--- src/rtl/qspi_fifo_pkg.sv ---
// Shared defaults, ratio helper and stored-entry layout for the QSPI receive pack FIFO.
package qspi_fifo_pkg;

   localparam int DEF_WR_WIDTH   = 8;
   localparam int DEF_RD_WIDTH   = 32;
   localparam int DEF_FIFO_DEPTH = 16;

   // Number of input units that make up one stored word.
   function automatic int calc_ratio(input int wr_width, input int rd_width);
      return rd_width / wr_width;
   endfunction

   // True when the input unit width evenly divides the word width.
   function automatic bit width_ok(input int wr_width, input int rd_width);
      return (wr_width > 0) && (rd_width >= wr_width) && ((rd_width % wr_width) == 0);
   endfunction

   // True when the depth is a power of two of at least two.
   function automatic bit depth_ok(input int depth);
      return (depth >= 2) && ((depth & (depth - 1)) == 0);
   endfunction

   // Stored entry for the default configuration: word plus per-unit valid mask.
   typedef struct packed {
      logic [DEF_RD_WIDTH-1:0]                              data;
      logic [calc_ratio(DEF_WR_WIDTH, DEF_RD_WIDTH)-1:0]    be;
   } entry_t;

endpackage

--- src/rtl/qspi_rx_pack_fifo_if.sv ---
// Bus bundle between the QSPI receive shifter / AHB read side and the pack FIFO.
interface qspi_rx_pack_fifo_if
   import qspi_fifo_pkg::*;
#(
   parameter int WR_WIDTH   = DEF_WR_WIDTH,
   parameter int RD_WIDTH   = DEF_RD_WIDTH,
   parameter int FIFO_DEPTH = DEF_FIFO_DEPTH
) ();

   localparam int R  = calc_ratio(WR_WIDTH, RD_WIDTH);
   localparam int LW = $clog2(FIFO_DEPTH) + 1;

   logic                wr_en;
   logic [WR_WIDTH-1:0] wr_data;
   logic                flush_partial;
   logic                wr_ready;
   logic                rd_en;
   logic [RD_WIDTH-1:0] rd_data;
   logic [R-1:0]        rd_be;
   logic                full;
   logic                empty;
   logic                almost_full;
   logic                almost_empty;
   logic [LW-1:0]       level;
   logic                overflow;
   logic                underflow;

   modport master (
      output wr_en, wr_data, flush_partial, rd_en,
      input  wr_ready, rd_data, rd_be, full, empty, almost_full, almost_empty,
             level, overflow, underflow
   );

   modport slave (
      input  wr_en, wr_data, flush_partial, rd_en,
      output wr_ready, rd_data, rd_be, full, empty, almost_full, almost_empty,
             level, overflow, underflow
   );

endinterface

--- src/rtl/qspi_rx_packer.sv ---
// Little-endian unit packer: collects input units into one word and emits a push
// with data and per-unit valid mask when the word completes or is flushed early.
module qspi_rx_packer
   import qspi_fifo_pkg::*;
#(
   parameter  int WR_WIDTH = DEF_WR_WIDTH,
   parameter  int RD_WIDTH = DEF_RD_WIDTH,
   localparam int R        = calc_ratio(WR_WIDTH, RD_WIDTH),
   localparam int CW       = (R > 1) ? $clog2(R) : 1
) (
   input  logic                clk,
   input  logic                rst_n,
   input  logic                clear,
   input  logic                i_wr_en,
   input  logic [WR_WIDTH-1:0] i_wr_data,
   input  logic                i_flush,
   input  logic                i_ready,
   output logic                o_push,
   output logic [RD_WIDTH-1:0] o_data,
   output logic [R-1:0]        o_be
);

   logic [CW-1:0]       r_cnt;
   logic [RD_WIDTH-1:0] r_data;
   logic                w_wr_acc;
   logic                w_fl_acc;
   logic                w_last;
   logic [RD_WIDTH-1:0] w_asm;
   logic [RD_WIDTH-1:0] w_mask;
   logic [R-1:0]        w_be;

   // Nothing is taken while the FIFO is full; the packer then stays untouched.
   assign w_wr_acc = i_wr_en & i_ready;
   assign w_fl_acc = i_flush & i_ready;
   assign w_last   = (int'(r_cnt) == R - 1);

   // Merge the incoming unit into its slot and build the valid mask; invalid slots are zeroed.
   always_comb begin
      w_asm  = r_data;
      w_be   = '0;
      w_mask = '0;
      for (int k = 0; k < R; k++) begin
         if (k < int'(r_cnt)) begin
            w_be[k] = 1'b1;
         end
         if (w_wr_acc && (k == int'(r_cnt))) begin
            w_be[k]                         = 1'b1;
            w_asm[k*WR_WIDTH +: WR_WIDTH]   = i_wr_data;
         end
         w_mask[k*WR_WIDTH +: WR_WIDTH] = {WR_WIDTH{w_be[k]}};
      end
   end

   // A word leaves when the last slot fills, or on a flush that has at least one unit.
   assign o_push = (w_wr_acc && w_last) || (w_fl_acc && ((r_cnt != '0) || w_wr_acc));
   assign o_data = w_asm & w_mask;
   assign o_be   = w_be;

   // Slot counter: cleared on reset/clear and whenever a word leaves, else steps per unit.
   always_ff @(posedge clk) begin
      if (rst_n || clear) begin
         r_cnt <= '0;
      end else if (o_push) begin
         r_cnt <= '0;
      end else if (w_wr_acc) begin
         r_cnt <= r_cnt + CW'(1);
      end
   end

   // Unit storage; stale slots are masked off on output so this needs no reset.
   always_ff @(posedge clk) begin
      if (w_wr_acc) begin
         r_data <= w_asm;
      end
   end

endmodule

--- src/rtl/qspi_rx_pack_fifo.sv ---
// QSPI receive FIFO: packs narrow units into words, stores word + valid mask,
// and serves the AHB side in registered or show-ahead read mode.
module qspi_rx_pack_fifo
   import qspi_fifo_pkg::*;
#(
   parameter int WR_WIDTH   = DEF_WR_WIDTH,
   parameter int RD_WIDTH   = DEF_RD_WIDTH,
   parameter int FIFO_DEPTH = DEF_FIFO_DEPTH,
   parameter int AF_THRESH  = FIFO_DEPTH - 2,
   parameter int AE_THRESH  = 1,
   parameter bit SHOW_AHEAD = 1'b0
) (
   input logic                clk,
   input logic                rst_n,
   input logic                clear,
   qspi_rx_pack_fifo_if.slave bus
);

   localparam int R  = calc_ratio(WR_WIDTH, RD_WIDTH);
   localparam int AW = $clog2(FIFO_DEPTH);
   localparam int LW = AW + 1;

   typedef struct packed {
      logic [RD_WIDTH-1:0] data;
      logic [R-1:0]        be;
   } mem_entry_t;

   if (!width_ok(WR_WIDTH, RD_WIDTH)) begin : g_bad_width
      $error("qspi_rx_pack_fifo: WR_WIDTH must divide RD_WIDTH");
   end
   if (!depth_ok(FIFO_DEPTH)) begin : g_bad_depth
      $error("qspi_rx_pack_fifo: FIFO_DEPTH must be a power of two >= 2");
   end

   logic [AW-1:0]       r_wptr;
   logic [AW-1:0]       r_rptr;
   logic [LW-1:0]       r_level;
   logic                r_overflow;
   logic                r_underflow;
   mem_entry_t          r_mem [FIFO_DEPTH];

   logic                w_rst;
   logic                w_full;
   logic                w_empty;
   logic                w_push;
   logic                w_pop;
   logic [RD_WIDTH-1:0] w_pk_data;
   logic [R-1:0]        w_pk_be;
   mem_entry_t          w_head;

   // Soft clear behaves exactly like reset and wins over any same-cycle operation.
   assign w_rst   = rst_n | clear;
   assign w_full  = (r_level == LW'(FIFO_DEPTH));
   assign w_empty = (r_level == '0);
   assign w_pop   = bus.rd_en & ~w_empty;
   assign w_head  = r_mem[r_rptr];

   // Readiness depends only on full, so a write never relies on a same-cycle pop.
   qspi_rx_packer #(
      .WR_WIDTH (WR_WIDTH),
      .RD_WIDTH (RD_WIDTH)
   ) u_packer (
      .clk       (clk),
      .rst_n     (rst_n),
      .clear     (clear),
      .i_wr_en   (bus.wr_en),
      .i_wr_data (bus.wr_data),
      .i_flush   (bus.flush_partial),
      .i_ready   (~w_full),
      .o_push    (w_push),
      .o_data    (w_pk_data),
      .o_be      (w_pk_be)
   );

   // Word storage; only written by a push, contents are don't-care until pushed.
   always_ff @(posedge clk) begin
      if (w_push && !w_rst) begin
         r_mem[r_wptr] <= '{data: w_pk_data, be: w_pk_be};
      end
   end

   // Pointers wrap naturally at the power-of-two depth.
   always_ff @(posedge clk) begin
      if (w_rst) begin
         r_wptr <= '0;
         r_rptr <= '0;
      end else begin
         if (w_push) begin
            r_wptr <= r_wptr + AW'(1);
         end
         if (w_pop) begin
            r_rptr <= r_rptr + AW'(1);
         end
      end
   end

   // Fill level as an up/down counter; push and pop together cancel out.
   always_ff @(posedge clk) begin
      if (w_rst) begin
         r_level <= '0;
      end else begin
         case ({w_push, w_pop})
            2'b10:   r_level <= r_level + LW'(1);
            2'b01:   r_level <= r_level - LW'(1);
            default: r_level <= r_level;
         endcase
      end
   end

   // Sticky errors: any write attempt while full, any pop attempt while empty.
   always_ff @(posedge clk) begin
      if (w_rst) begin
         r_overflow  <= 1'b0;
         r_underflow <= 1'b0;
      end else begin
         if ((bus.wr_en || bus.flush_partial) && w_full) begin
            r_overflow <= 1'b1;
         end
         if (bus.rd_en && w_empty) begin
            r_underflow <= 1'b1;
         end
      end
   end

   if (SHOW_AHEAD) begin : g_show_ahead
      // Head word is presented directly; an empty FIFO shows zero.
      assign bus.rd_data = w_empty ? '0 : w_head.data;
      assign bus.rd_be   = w_empty ? '0 : w_head.be;
   end else begin : g_registered
      logic [RD_WIDTH-1:0] r_rd_data;
      logic [R-1:0]        r_rd_be;

      // Output register loads the head on a legal pop and holds otherwise.
      always_ff @(posedge clk) begin
         if (w_rst) begin
            r_rd_data <= '0;
            r_rd_be   <= '0;
         end else if (w_pop) begin
            r_rd_data <= w_head.data;
            r_rd_be   <= w_head.be;
         end
      end

      assign bus.rd_data = r_rd_data;
      assign bus.rd_be   = r_rd_be;
   end

   assign bus.wr_ready     = ~w_full;
   assign bus.full         = w_full;
   assign bus.empty        = w_empty;
   assign bus.almost_full  = (r_level >= LW'(AF_THRESH));
   assign bus.almost_empty = (r_level <= LW'(AE_THRESH));
   assign bus.level        = r_level;
   assign bus.overflow     = r_overflow;
   assign bus.underflow    = r_underflow;

endmodule

--- src/flat_wrapper.sv ---
// flat-port wrapper written by rule: the top's interface ports become plain ports
module qspi_rx_pack_fifo_flat import qspi_fifo_pkg::*;
#(
   parameter int WR_WIDTH   = DEF_WR_WIDTH,
   parameter int RD_WIDTH   = DEF_RD_WIDTH,
   parameter int FIFO_DEPTH = DEF_FIFO_DEPTH,
   parameter int AF_THRESH  = FIFO_DEPTH - 2,
   parameter int AE_THRESH  = 1,
   parameter bit SHOW_AHEAD = 1'b0
)
  (clk, rst_n, clear, bus_wr_en, bus_wr_data, bus_flush_partial, bus_rd_en, bus_wr_ready, bus_rd_data, bus_rd_be, bus_full, bus_empty, bus_almost_full, bus_almost_empty, bus_level, bus_overflow, bus_underflow);
  qspi_rx_pack_fifo_if #(.WR_WIDTH(WR_WIDTH), .RD_WIDTH(RD_WIDTH), .FIFO_DEPTH(FIFO_DEPTH)) bus_i ();
  input logic clk;
  input logic rst_n;
  input logic clear;
  input wire logic [$bits(bus_i.wr_en)-1:0] bus_wr_en;
  input wire logic [$bits(bus_i.wr_data)-1:0] bus_wr_data;
  input wire logic [$bits(bus_i.flush_partial)-1:0] bus_flush_partial;
  input wire logic [$bits(bus_i.rd_en)-1:0] bus_rd_en;
  output wire logic [$bits(bus_i.wr_ready)-1:0] bus_wr_ready;
  output wire logic [$bits(bus_i.rd_data)-1:0] bus_rd_data;
  output wire logic [$bits(bus_i.rd_be)-1:0] bus_rd_be;
  output wire logic [$bits(bus_i.full)-1:0] bus_full;
  output wire logic [$bits(bus_i.empty)-1:0] bus_empty;
  output wire logic [$bits(bus_i.almost_full)-1:0] bus_almost_full;
  output wire logic [$bits(bus_i.almost_empty)-1:0] bus_almost_empty;
  output wire logic [$bits(bus_i.level)-1:0] bus_level;
  output wire logic [$bits(bus_i.overflow)-1:0] bus_overflow;
  output wire logic [$bits(bus_i.underflow)-1:0] bus_underflow;
  assign bus_i.wr_en = bus_wr_en;
  assign bus_i.wr_data = bus_wr_data;
  assign bus_i.flush_partial = bus_flush_partial;
  assign bus_i.rd_en = bus_rd_en;
  assign bus_wr_ready = bus_i.wr_ready;
  assign bus_rd_data = bus_i.rd_data;
  assign bus_rd_be = bus_i.rd_be;
  assign bus_full = bus_i.full;
  assign bus_empty = bus_i.empty;
  assign bus_almost_full = bus_i.almost_full;
  assign bus_almost_empty = bus_i.almost_empty;
  assign bus_level = bus_i.level;
  assign bus_overflow = bus_i.overflow;
  assign bus_underflow = bus_i.underflow;
  qspi_rx_pack_fifo #(.WR_WIDTH(WR_WIDTH), .RD_WIDTH(RD_WIDTH), .FIFO_DEPTH(FIFO_DEPTH), .AF_THRESH(AF_THRESH), .AE_THRESH(AE_THRESH), .SHOW_AHEAD(SHOW_AHEAD)) u_core (.clk(clk), .rst_n(rst_n), .clear(clear), .bus(bus_i));
endmodule
--- config.mk ---
export PLATFORM = sky130hd
export DESIGN_NAME = qspi_rx_pack_fifo_flat
export DESIGN_NICKNAME = d
export VERILOG_FILES = /design/src/rtl/qspi_fifo_pkg.sv /design/src/rtl/qspi_rx_pack_fifo_if.sv /design/src/rtl/qspi_rx_packer.sv /design/src/rtl/qspi_rx_pack_fifo.sv /design/src/flat_wrapper.sv
export SDC_FILE = /design/constraint.sdc
export NUM_CORES = 1
export LEC_CHECK = 0
export BUFFER_PORTS_ARGS = -buffer_cell sky130_fd_sc_hd__buf_4
export CORE_UTILIZATION = 36
export CTS_CLUSTER_SIZE = 40
export DETAILED_ROUTE_END_ITERATION = 10
export GPL_TIMING_DRIVEN = 0
export HOLD_SLACK_MARGIN = 0.06
export PLACE_DENSITY_LB_ADDON = 0.15
export SLEW_MARGIN = 40
export SYNTH_ARGS = -nofsm -noshare
export SYNTH_HDL_FRONTEND = slang
export SYNTH_HIERARCHICAL = 1
export SYNTH_SLANG_ARGS = --single-unit
--- constraint.sdc ---
create_clock -name clk -period 3.69 [get_ports clk]
set_input_delay 0.738 -clock clk [delete_from_list [all_inputs] [get_ports clk]]
set_output_delay 0.738 -clock clk [all_outputs]
set_load 0.01 [all_outputs]
==> qor.txt, run 1 <==
Synth Area in XOR/XNOR: 0.382%
count of flip-flops with a built-in enable after synthesis: 600
total power: 15600 uW
YS warnings: 6
area post-placement: 28000 um2
Post-Synth Simple-Gate Area: 2.72%
commonest non-fill, non-tap cells in the layout: 600 x edfxtp_1, 144 x mux4_2, 85 x buf_4, 73 x clkbuf_16, 54 x nor2_1
post-synthesis mux area share: 16.4%
max incr delay on CP: 0.46 ns
clock buffer depth: 3
Worst-path clk slew: 0.06 ns
final instance area: 30500 um2
crit path DAT: 3.76 ns
CP Cell Sequence: inv_1 > ha_1 > nand3_1 > nand2_2 > o22ai_1 > clkbuf_2 > nand2_1 > nor2_4 > buf_16 > buf_16
post-synthesis net count: 1248
Gate power share: 2.7%
register area share after synthesis: 75.6%
n_diodes: 0
number of cell rows: 96
global-route wire length before repair: 89.4 mm
Net Sw Frac: 19.8%
Yosys top cell by area: edfxtp_1
Compound-Gate Fraction of Synth Area: 2.62%
overall routed net length: 61.4 mm
relative slew slack: 42.8%
share of cells above drive strength 1: 34.2%
Hold Vio Cnt, Final: 0
Max Freq: 288 MHz
Max IR drop VDD: 0.295 mV
slack of the critical path: 0.224 ns
Avg Cell Area, Syn: 20.7 um2
First-pass DRT Iterations: 5
slowest CP cell: dfxtp_1
startpoint types: flop
clock root buffer: clkbuf_16
Worst-Margin Slew: 0.857 ns
critical path class: reg2reg
commonest non-fill, non-tap cell in the layout: edfxtp_1
worst slack, placed: -0.0465 ns
Die Y: 267 um
H-tree depth: 3
sequential power share: 51.9%
CP bufs+invs: 4
synthesized flop and latch total: 653
P_leak: 0.00958 uW
number of global-route vias before repair: 13000
Avg WL per Cell: 25.5 um
placed cell count: 2261
die span in x: 267 um
Slew Limit Fails: 0
core box area: 68900 um2
Cell variety after synth: 44
Pwr Density: 511 nW/um2
status: finished clean
Non-Filler Instances: 2409
crit-path most repeated cell: buf_16
I/O Pins: 62
vias: 12500
Layout area overhead: 20.9%
Die ar.: 71200 um2
All-Layer GR Usage: 17.6%
CP top delay family: simple AND/OR/NAND/NOR gates
CP Capture Type: flop
Post-synth ARST share: 0%
Max Cap Viol: 0
Clk pwr share: 45.4%
Top FF cell, synth: edfxtp_1
critical path required time: 3.98 ns
total gr overflow: 0
antenna violations before repair: 1
Mapped Cells: 1219
DRT antenna net count: 0
vias per cell: 5.17
DRT iter0 DRCs: 1124
layout net count: 1454
period utilisation layout: 93.9%
largest cells by area after synthesis: edfxtp_1 71%, mux4_2 13%, dfxtp_1 4.2%
DR DRC count: 0
net switching power: 3090 uW
hold-fix buffers at CTS: 0
post-synth top area share: 71.4%
Worst Clk Skew: 0.0140 ns
Mapped Area: 25200 um2
internal power: 12500 uW
Post-DP HPWL: 40.4 mm
CTS tree: done
RSZ-0062 raised after global routing: false
setup tns final: 0 ns
Clk Latency, worst-skew pair: 0.59 ns
Synth Area in Adders: 0.743%
crit path max fanout: 11
Initial Util: 36.6%
Hold Path Class: in2reg
Setup-failing EPs final: 0
CTS Sinks: 653
largest net degree at the start of global routing: 28
largest family of logic cells by synthesized area: multiplexers
CTS buffer count: 72
port bufs: 61
minimum clock period after layout: 3.47 ns
RD Place Congestion: 0.741
==> synth_stat cells (2+ instances only) <==
library cell,number
edfxtp_1,600
mux4_2,144
nor2_1,70
dfxtp_1,53
mux2_2,43
nand2_1,41
mux2i_1,39
a221o_1,36
clkbuf_1,30
buf_2,22
o21ai_0,19
inv_1,18
a22o_1,15
ha_1,15
buf_6,9
and2_1,8
a21oi_1,6
xor2_1,6
nand3_1,5
xnor2_1,5
and3_1,4
nand4b_1,3
buf_1,2
inv_2,2
nor2_2,2
nor4_1,2
or2_2,2
or3_1,2
==> area by class of cell <==
| type | instances | area (um2) |
|---|---|---|
| sequential | 653 | 19100 |
| clock inverter | 22 | 254 |
| timing repair buffer | 132 | 1620 |
| buffer | 63 | 352 |
| clock buffer | 105 | 2060 |
| multi-input combinational | 483 | 5930 |
| tap | 931 | 1160 |
| inverter | 20 | 75.1 |
| fill | 5975 | 38400 |
==> registers in the layout, indices dropped and copies added (netlist names) <==
name and flops:
u_core/r_mem 576, u_core/u_packer/r_data 24, u_core/bus.level 5, u_core/bus.underflow 1, u_core/r_wptr 4, u_core/u_packer/r_cnt 2, u_core/bus.overflow 1, u_core/bus.rd_be 4
u_core/bus.rd_data 32, u_core/r_rptr 4
==> routing by layer <==
metal / GRT usage, % / share of wire [%] / vias up
met4: 5.09 / 1.7 / 0
li1: - / - / 5417
met2: 27.5 / 47 / 315
met5: 0 / 0 / -
met3: 2.75 / 5.0 / 68
met1: 25.5 / 46 / 6650
==> path summary, 6_finish.rpt <==
kind                               startpoint  slack [ns]  cells after the start                               endpoint
min                                     clear        0.38                      2  u_core/u_packer/r_cnt[1]$_SDFFE_PP0P_
max reg2reg  u_core/bus.level[0]$_SDFFE_PP0P_        0.22                     10          u_core/r_mem[4][18]$_DFFE_PP_
min reg2reg  u_core/bus.overflow$_SDFFE_PP0P_        0.47                      2       u_core/bus.overflow$_SDFFE_PP0P_
max          u_core/bus.level[0]$_SDFFE_PP0P_        0.22                     10          u_core/r_mem[4][18]$_DFFE_PP_
==> cells by family after synthesis <==
| logic type | Yosys count |
|---|---|
| muxes | 227 |
| AOI/OAI and AO/OA | 81 |
| DFF | 653 |
| xor gates and xnor gates | 11 |
| and+or+nand+nor | 149 |
| adders and majority gates | 15 |
| buffers and inverters | 83 |
==> power groups by stage <==
stage               logic, uW  clock network (uW)  registers, uW
finish                    426                7070           8090
global route              463                7520           8090
CTS                       432                7240           8090
detailed placement        431                   0           8250
global placement          405                   0           8250
floorplan                 254                   0           8250
==> metrics by stage <==
stage | hold slack (ns) | utilization (%)
6_report | 0.383 | 44.3
3_3_place_gp | 0.453 | 39.0
3_5_place_dp | 0.459 | 40.7
5_1_grt | 0.359 | 44.3
2_1_floorplan | 0.470 | -
4_1_cts | 0.340 | 44.1
==> timing repair <==
item,in CTS,in global routing
gates resized for setup,0,2
buffers inserted,3,17
pin swaps,1,4
endpoints found under the setup margin,11,225
(Power assumes the default switching activity.)
==> run 2: changes to the inputs <==
- GPL_TIMING_DRIVEN: 0 -> 1
==> qor.txt, run 2 (same netlist as run 1, synthesis figures left out) <==
die span in x: 267 um (unchanged)
relative slew slack: 44.3% (+1.5 points)
All-Layer GR Usage: 17.3% (-0.33 points)
clock buffer depth: 3 (unchanged)
Post-DP HPWL: 32.8 mm (-19%)
Hold Path Class: in2reg
CTS Sinks: 653 (unchanged)
hold-fix buffers at CTS: 0 (unchanged)
Initial Util: 36.6% (unchanged)
largest net degree at the start of global routing: 63 (+130%)
clock root buffer: clkbuf_16
Max IR drop VDD: 0.296 mV (+0.29%)
I/O Pins: 62 (unchanged)
Slew Limit Fails: 0 (unchanged)
H-tree depth: 3 (unchanged)
reg2reg end: u_core/bus.level[3]$_SDFFE_PP0P_
Die ar.: 71200 um2 (unchanged)
setup bufs post-CTS: 0 (-3)
commonest non-fill, non-tap cells in the layout: 600 x edfxtp_1, 144 x mux4_2, 94 x buf_4, 75 x clkbuf_16, 54 x nor2_1
RSZ-0062 raised after global routing: false
First-pass DRT Iterations: 5 (unchanged)
Setup-failing EPs final: 0 (unchanged)
CP Cell Sequence: inv_1 > ha_1 > nand3_1 > nand2_2 > o22ai_1 > buf_4 > inv_1 > ha_1 > or4b_2 > a21oi_1 > xnor2_1 > nor2_1
RD Place Congestion: 0.731 (-1.4%)
vias: 12100 (-2.8%)
vias per cell: 5.19 (+0.39%)
Avg WL per Cell: 25.7 um (+0.73%)
Worst Hold Depth: 2 (unchanged)
slowest CP cell: or4b_2
Max Cap Viol: 0 (unchanged)
status: finished clean
Die Y: 267 um (unchanged)
global-route wire length before repair: 87.9 mm (-1.6%)
P_leak: 0.00913 uW (-4.7%)
area post-placement: 27200 um2 (-2.8%)
Clk Latency, worst-skew pair: 0.60 ns (about the same)
number of flip-flops in the largest register: 576 (unchanged)
Hold Vio Cnt, Final: 0 (unchanged)
critical path class: reg2reg
CP bufs+invs: 3 (-1)
Layout area overhead: 17.7%
CTS tree: done
reg2reg setup slack: 0.61 ns (+0.38 ns)
layout net count: 1370 (-5.8%)
n_diodes: 0 (unchanged)
min-delay src: clear
Hold Path End: u_core/u_packer/r_cnt[0]$_SDFFE_PP0P_
fillers: 6044 (+1.2%)
antenna violations before repair: 1 (unchanged)
number of cell rows: 96 (unchanged)
worst slack, placed: 0.661 ns (+0.707 ns)
DRT iter0 DRCs: 907 (-19%)
period utilisation layout: 83.5% (-10 points)
CP top delay family: simple AND/OR/NAND/NOR gates
area occupied by multi-input gates: 5890 um2 (-0.65%)
worst r2r src: u_core/bus.level[0]$_SDFFE_PP0P_
number of global-route vias before repair: 12800 (-1.5%)
final instance area: 29700 um2 (-2.6%)
max incr delay on CP: 0.63 ns (+0.17 ns)
Register-to-Register Path Depth: 12 (+2)
CP Capture Type: flop
total gr overflow: 0 (unchanged)
Worst-path clk slew: 0.06 ns (about the same)
crit path max fanout: 8 (-3)
commonest non-fill, non-tap cell in the layout: edfxtp_1
port bufs: 61 (unchanged)
register area: 19100 um2 (about the same)
Max Freq: 324 MHz (+12%)
overall routed net length: 59.9 mm (-2.5%)
CTS buffer count: 73 (+1.4%)
Biggest register: u_core/r_mem
CTS resizes: 0 (unchanged)
Worst-Margin Slew: 0.835 ns (-0.0222 ns)
crit path DAT: 3.56 ns (-0.20 ns)
DRT antenna net count: 0 (unchanged)
share of cells above drive strength 1: 31.6% (-2.5 points)
DR DRC count: 0 (unchanged)
startpoint types: flop
Worst Clk Skew: 0.0198 ns (+0.00582 ns)
slack of the critical path: 0.608 ns (+0.384 ns)
critical path required time: 4.16 ns (+0.18 ns)
Pwr Density: 535 nW/um2 (+4.8%)
minimum clock period after layout: 3.08 ns (-0.384 ns)
core box area: 68900 um2 (unchanged)
## run 2: changes by cell type in the layout (fill, tap and decap cells not counted), sizes merged
cell | before | now
bufinv | 6 | 7
clkbuf | 135 | 102
inv | 20 | 23
buf | 165 | 110
clkinv | 15 | 20
clkinvlp | 1 | 3
## run 2: final cells by class
class                           instances  share of cell area, %
Tap cell                              931                   3.92
Clock inverter                         33                   1.30
Multi-Input combinational cell        483                   19.8
Sequential cell                       653                   64.2
Clock buffer                          102                   7.03
Timing Repair Buffer                  110                   3.45
Inverter                               20                  0.253
## run 2: worst max path at each step
stage,cells after the start,from,slack [ns],to
2_1_floorplan,8,u_core/bus.level[0]$_SDFFE_PP0P_,-0.19,u_core/r_mem[3][0]$_DFFE_PP_
3_3_place_gp,12,u_core/bus.level[1]$_SDFFE_PP0P_,0.69,u_core/bus.level[3]$_SDFFE_PP0P_
3_5_place_dp,12,u_core/bus.level[1]$_SDFFE_PP0P_,0.66,u_core/bus.level[3]$_SDFFE_PP0P_
4_1_cts,12,u_core/bus.level[0]$_SDFFE_PP0P_,0.64,u_core/bus.level[3]$_SDFFE_PP0P_
5_1_grt,8,u_core/bus.level[0]$_SDFFE_PP0P_,0.43,u_core/r_mem[3][20]$_DFFE_PP_
6_report,12,u_core/bus.level[0]$_SDFFE_PP0P_,0.61,u_core/bus.level[3]$_SDFFE_PP0P_
## run 2: power breakdown
part / leakage, uW / switching (uW) / total [uW] / internal [uW]
sequential: 0.00571 / 28.2 / 8100 / 8070
clock: 0.00121 / 2920 / 7390 / 4470
combinational: 0.00221 / 254 / 419 / 165
## run 2: per-stage QoR
| step | util (%) | std cells | hold WS, ns | setup TNS [ns] | power, uW |
|---|---|---|---|---|---|
| 2_1_floorplan | - | 1219 | 0.470 | -66.58 | 8500 |
| 3_3_place_gp | 39.5 | 2197 | 0.451 | 0 | 8680 |
| 3_5_place_dp | 39.5 | 2197 | 0.446 | 0 | 8680 |
| 4_1_cts | 43.1 | 2332 | 0.304 | 0 | 16100 |
| 5_1_grt | 43.1 | 2332 | 0.319 | 0 | 16400 |
| 6_report | 43.1 | 2332 | 0.345 | 0 | 15900 |
## run 2: layer usage
metal  up-vias  share of wire [%]  global-route usage, %
met1      6515                 46                   24.5
met3        67                4.9                   3.31
met5         -                  0                      0
li1       5256                  -                      -
met4         0                1.5                   4.64
met2       261                 47                   27.2
==> run 3: changes to the inputs <==
- ABC_AREA: unset -> 1
- clock period: 3.69 -> 2.5 ns (I/O delays scaled with it)
==> qor.txt, run 3 <==
First-pass DRT Iterations: 6 (+1)
setup bufs post-CTS: 0 (unchanged)
met1 wire length: 35.0 mm (+27%)
DRT antenna net count: 0 (unchanged)
Post-DP HPWL: 41.8 mm (+27%)
clock root buffer: clkbuf_16
largest cells by area after synthesis: edfxtp_1 65%, nand2_1 13%, nand3_1 7.2%
total gr overflow: 0 (unchanged)
crit path DAT: 2.63 ns (-0.93 ns)
RSZ-0062 raised after global routing: false
DR DRC count: 0 (unchanged)
Post-synth ARST share: 0% (unchanged)
top layer in use: met4
Avg Cell Area, Syn: 10.1 um2 (-51%)
Register-to-Register Path Depth: 10 (-2)
startpoint types: flop
number of cell rows: 101 (+5.2%)
share of cells above drive strength 1: 11.2% (-20 points)
Avg WL per Cell: 18.8 um (-27%)
commonest non-fill, non-tap cells in the layout: 973 x nand2_1, 600 x edfxtp_1, 402 x nand3_1, 373 x inv_1, 142 x buf_4
Die Y: 280 um (+5.0%)
area occupied by multi-input gates: 7000 um2 (+19%)
synthesized flop and latch total: 653 (unchanged)
post-synthesis net count: 2782 (+120%)
register area: 19100 um2 (about the same)
hold slack: 0.173 ns (-0.172 ns)
min-delay src: bus_rd_en
minimum clock period after layout: 2.35 ns (-0.737 ns)
Pwr Density: 705 nW/um2 (+32%)
relative slew slack: 52.7% (+8.3 points)
Cell variety after synth: 22 (-50%)
Slew Limit Fails: 0 (unchanged)
port bufs: 61 (unchanged)
post-synth top area share: 64.7% (-6.7 points)
net switching power: 5070 uW (+58%)
reg2reg end: u_core/r_mem[14][11]$_DFFE_PP_
register area share after synthesis: 68.5% (-7.1 points)
Max Freq: 426 MHz (+31%)
most frequent cell after synthesis: nand2_1
CTS resizes: 0 (unchanged)
Hold Path Class: in2reg
clock buffer depth: 3 (unchanged)
commonest non-fill, non-tap cell in the layout: nand2_1
Max IR drop VDD: 0.390 mV (+32%)
Top FF cell, synth: edfxtp_1
Worst Clk Skew: 0.0246 ns (+0.00472 ns)
die span in x: 280 um (+5.0%)
Mapped Cells: 2753 (+130%)
overall routed net length: 74.4 mm (+24%)
RD Place Congestion: 0.782 (+7.0%)
YS warnings: 6 (unchanged)
metal2 WL: 34.5 mm (+21%)
H-tree depth: 3 (unchanged)
sequential power share: 51.7% (+0.8 points)
critical path required time: 2.78 ns (-1.38 ns)
Setup crit start: u_core/u_packer/r_cnt[1]$_SDFFE_PP0P_
Initial Util: 36.5% (-0.11 points)
CTS buffer count: 73 (unchanged)
Setup-failing EPs final: 0 (unchanged)
Hold Vio Cnt, Final: 0 (unchanged)
Net Sw Frac: 21.9% (+1.8 points)
vias per cell: 4.79 (-7.6%)
hold-fix buffers at CTS: 0 (unchanged)
CTS Sinks: 653 (unchanged)
Hold Path End: u_core/bus.underflow$_SDFFE_PP0P_
count of flip-flops with a built-in enable after synthesis: 600 (unchanged)
fillers: 7251 (+20%)
global-route wire length before repair: 113 mm (+28%)
Clk pwr share: 43.9% (-2.5 points)
Biggest register: u_core/r_mem
met3 WL: 3.69 mm (+25%)
Gate power share: 4.4% (+1.8 points)
reg2reg setup slack: 0.15 ns (-0.45 ns)
Die ar.: 78500 um2 (+10%)
DRT iter0 DRCs: 1272 (+40%)
P_leak: 0.0136 uW (+49%)
vias: 19000 (+57%)
critical path class: reg2reg
number of global-route vias before repair: 18300 (+43%)
layout net count: 2898 (+110%)
most instantiated cells after synthesis: 981 x nand2_1, 600 x edfxtp_1, 403 x nand3_1
I/O Pins: 62 (unchanged)
CP Capture Type: flop
total power: 23100 uW (+45%)
CTS tree: done
Worst Hold Depth: 3 (+1)
Clk Latency, worst-skew pair: 0.62 ns (+0.02 ns)
core box area: 76300 um2 (+11%)
Worst-Margin Slew: 0.709 ns (-0.126 ns)
crit path max fanout: 30 (+22)
antenna violations before repair: 1 (unchanged)
Mapped Area: 27900 um2 (+10%)
Max Cap Viol: 0 (unchanged)
largest net degree at the start of global routing: 142 (+130%)
All-Layer GR Usage: 19.1% (+1.8 points)
number of flip-flops in the largest register: 576 (unchanged)
Worst-path clk slew: 0.06 ns (about the same)
period utilisation layout: 93.8% (+10 points)
status: finished clean
internal power: 18100 uW (+42%)
worst r2r src: u_core/u_packer/r_cnt[1]$_SDFFE_PP0P_
Yosys top cell by area: edfxtp_1
Layout area overhead: 17.8% (about the same)
==> run 3: metal layers <==
layer / up-vias / GRT usage [%]
li1: 9176 / -
met4: 0 / 5.00
met1: 9303 / 27.3
met2: 419 / 30.1
met5: - / 0
met3: 73 / 2.99
==> run 3: how the worst max path moves through the flow <==
stage                                                  end  slack, ns
final                       u_core/r_mem[14][11]$_DFFE_PP_       0.15
after global routing      u_core/bus.level[3]$_SDFFE_PP0P_       0.04
after floorplan              u_core/r_mem[13][0]$_DFFE_PP_      -0.26
after global placement    u_core/bus.level[4]$_SDFFE_PP0P_       0.18
after detailed placement    u_core/r_mem[14][14]$_DFFE_PP_       0.14
after CTS                   u_core/r_mem[14][11]$_DFFE_PP_       0.14
==> run 3: cell type report <==
cell class,count,share of cell area [%]
inverters,384,4.47
repair buffers,174,5.20
multi-input cells,1583,21.3
clock buffers,101,6.10
clock inverters,33,0.755
well taps,1030,3.93
diodes,1,0.00763
flip-flops and latches,653,58.2
==> run 3: kinds of logic (layout without fill, tap and decap cells) <==
logic type / Yosys count / after routing / share of synthesized area, %
compound gates: 52 / 52 / 0.938
other cells: 0 / 1 / 0
xor+xnor: 3 / 3 / 0.0943
simple gates: 1513 / 1513 / 22.3
buf+inv: 517 / 692 / 7.51
flops: 653 / 653 / 68.5
fa+ha+maj: 15 / 15 / 0.673
==> run 3: worst max-delay path: stages (launching register included) <==
cell and delay [ns]:
dfxtp_1 0.39, inv_1 0.08, buf_4 0.14, ha_1 0.21, nand2_2 0.10, nand2_2 0.09, nand2_8 0.08, buf_4 0.24
nand2_8 0.11, nor3_4 0.26, buf_12 0.27
==> run 3: power groups by stage <==
stage	registers [uW]	logic [uW]	clock network, uW
floorplan	12200	601	0
global placement	12200	1020	0
detailed placement	12200	1030	0
CTS	12000	1030	10400
global route	12000	1130	10800
finish	12000	1020	10200
==> run 3: metrics by stage <==
| stage | cells | area, um2 | util (%) | TNS [ns] | worst slack [ns] |
|---|---|---|---|---|---|
| final | 3959 | 32800 | 43.0 | 0 | 0.155 |
| after global routing | 3958 | 32800 | 43.0 | 0 | 0.0362 |
| after CTS | 3958 | 32800 | 43.0 | 0 | 0.141 |
| after detailed placement | 3824 | 30600 | 40.0 | 0 | 0.135 |
| after global placement | 3824 | 30500 | 40.0 | 0 | 0.176 |
| after floorplan | 2753 | 28200 | - | -63.03 | -0.255 |
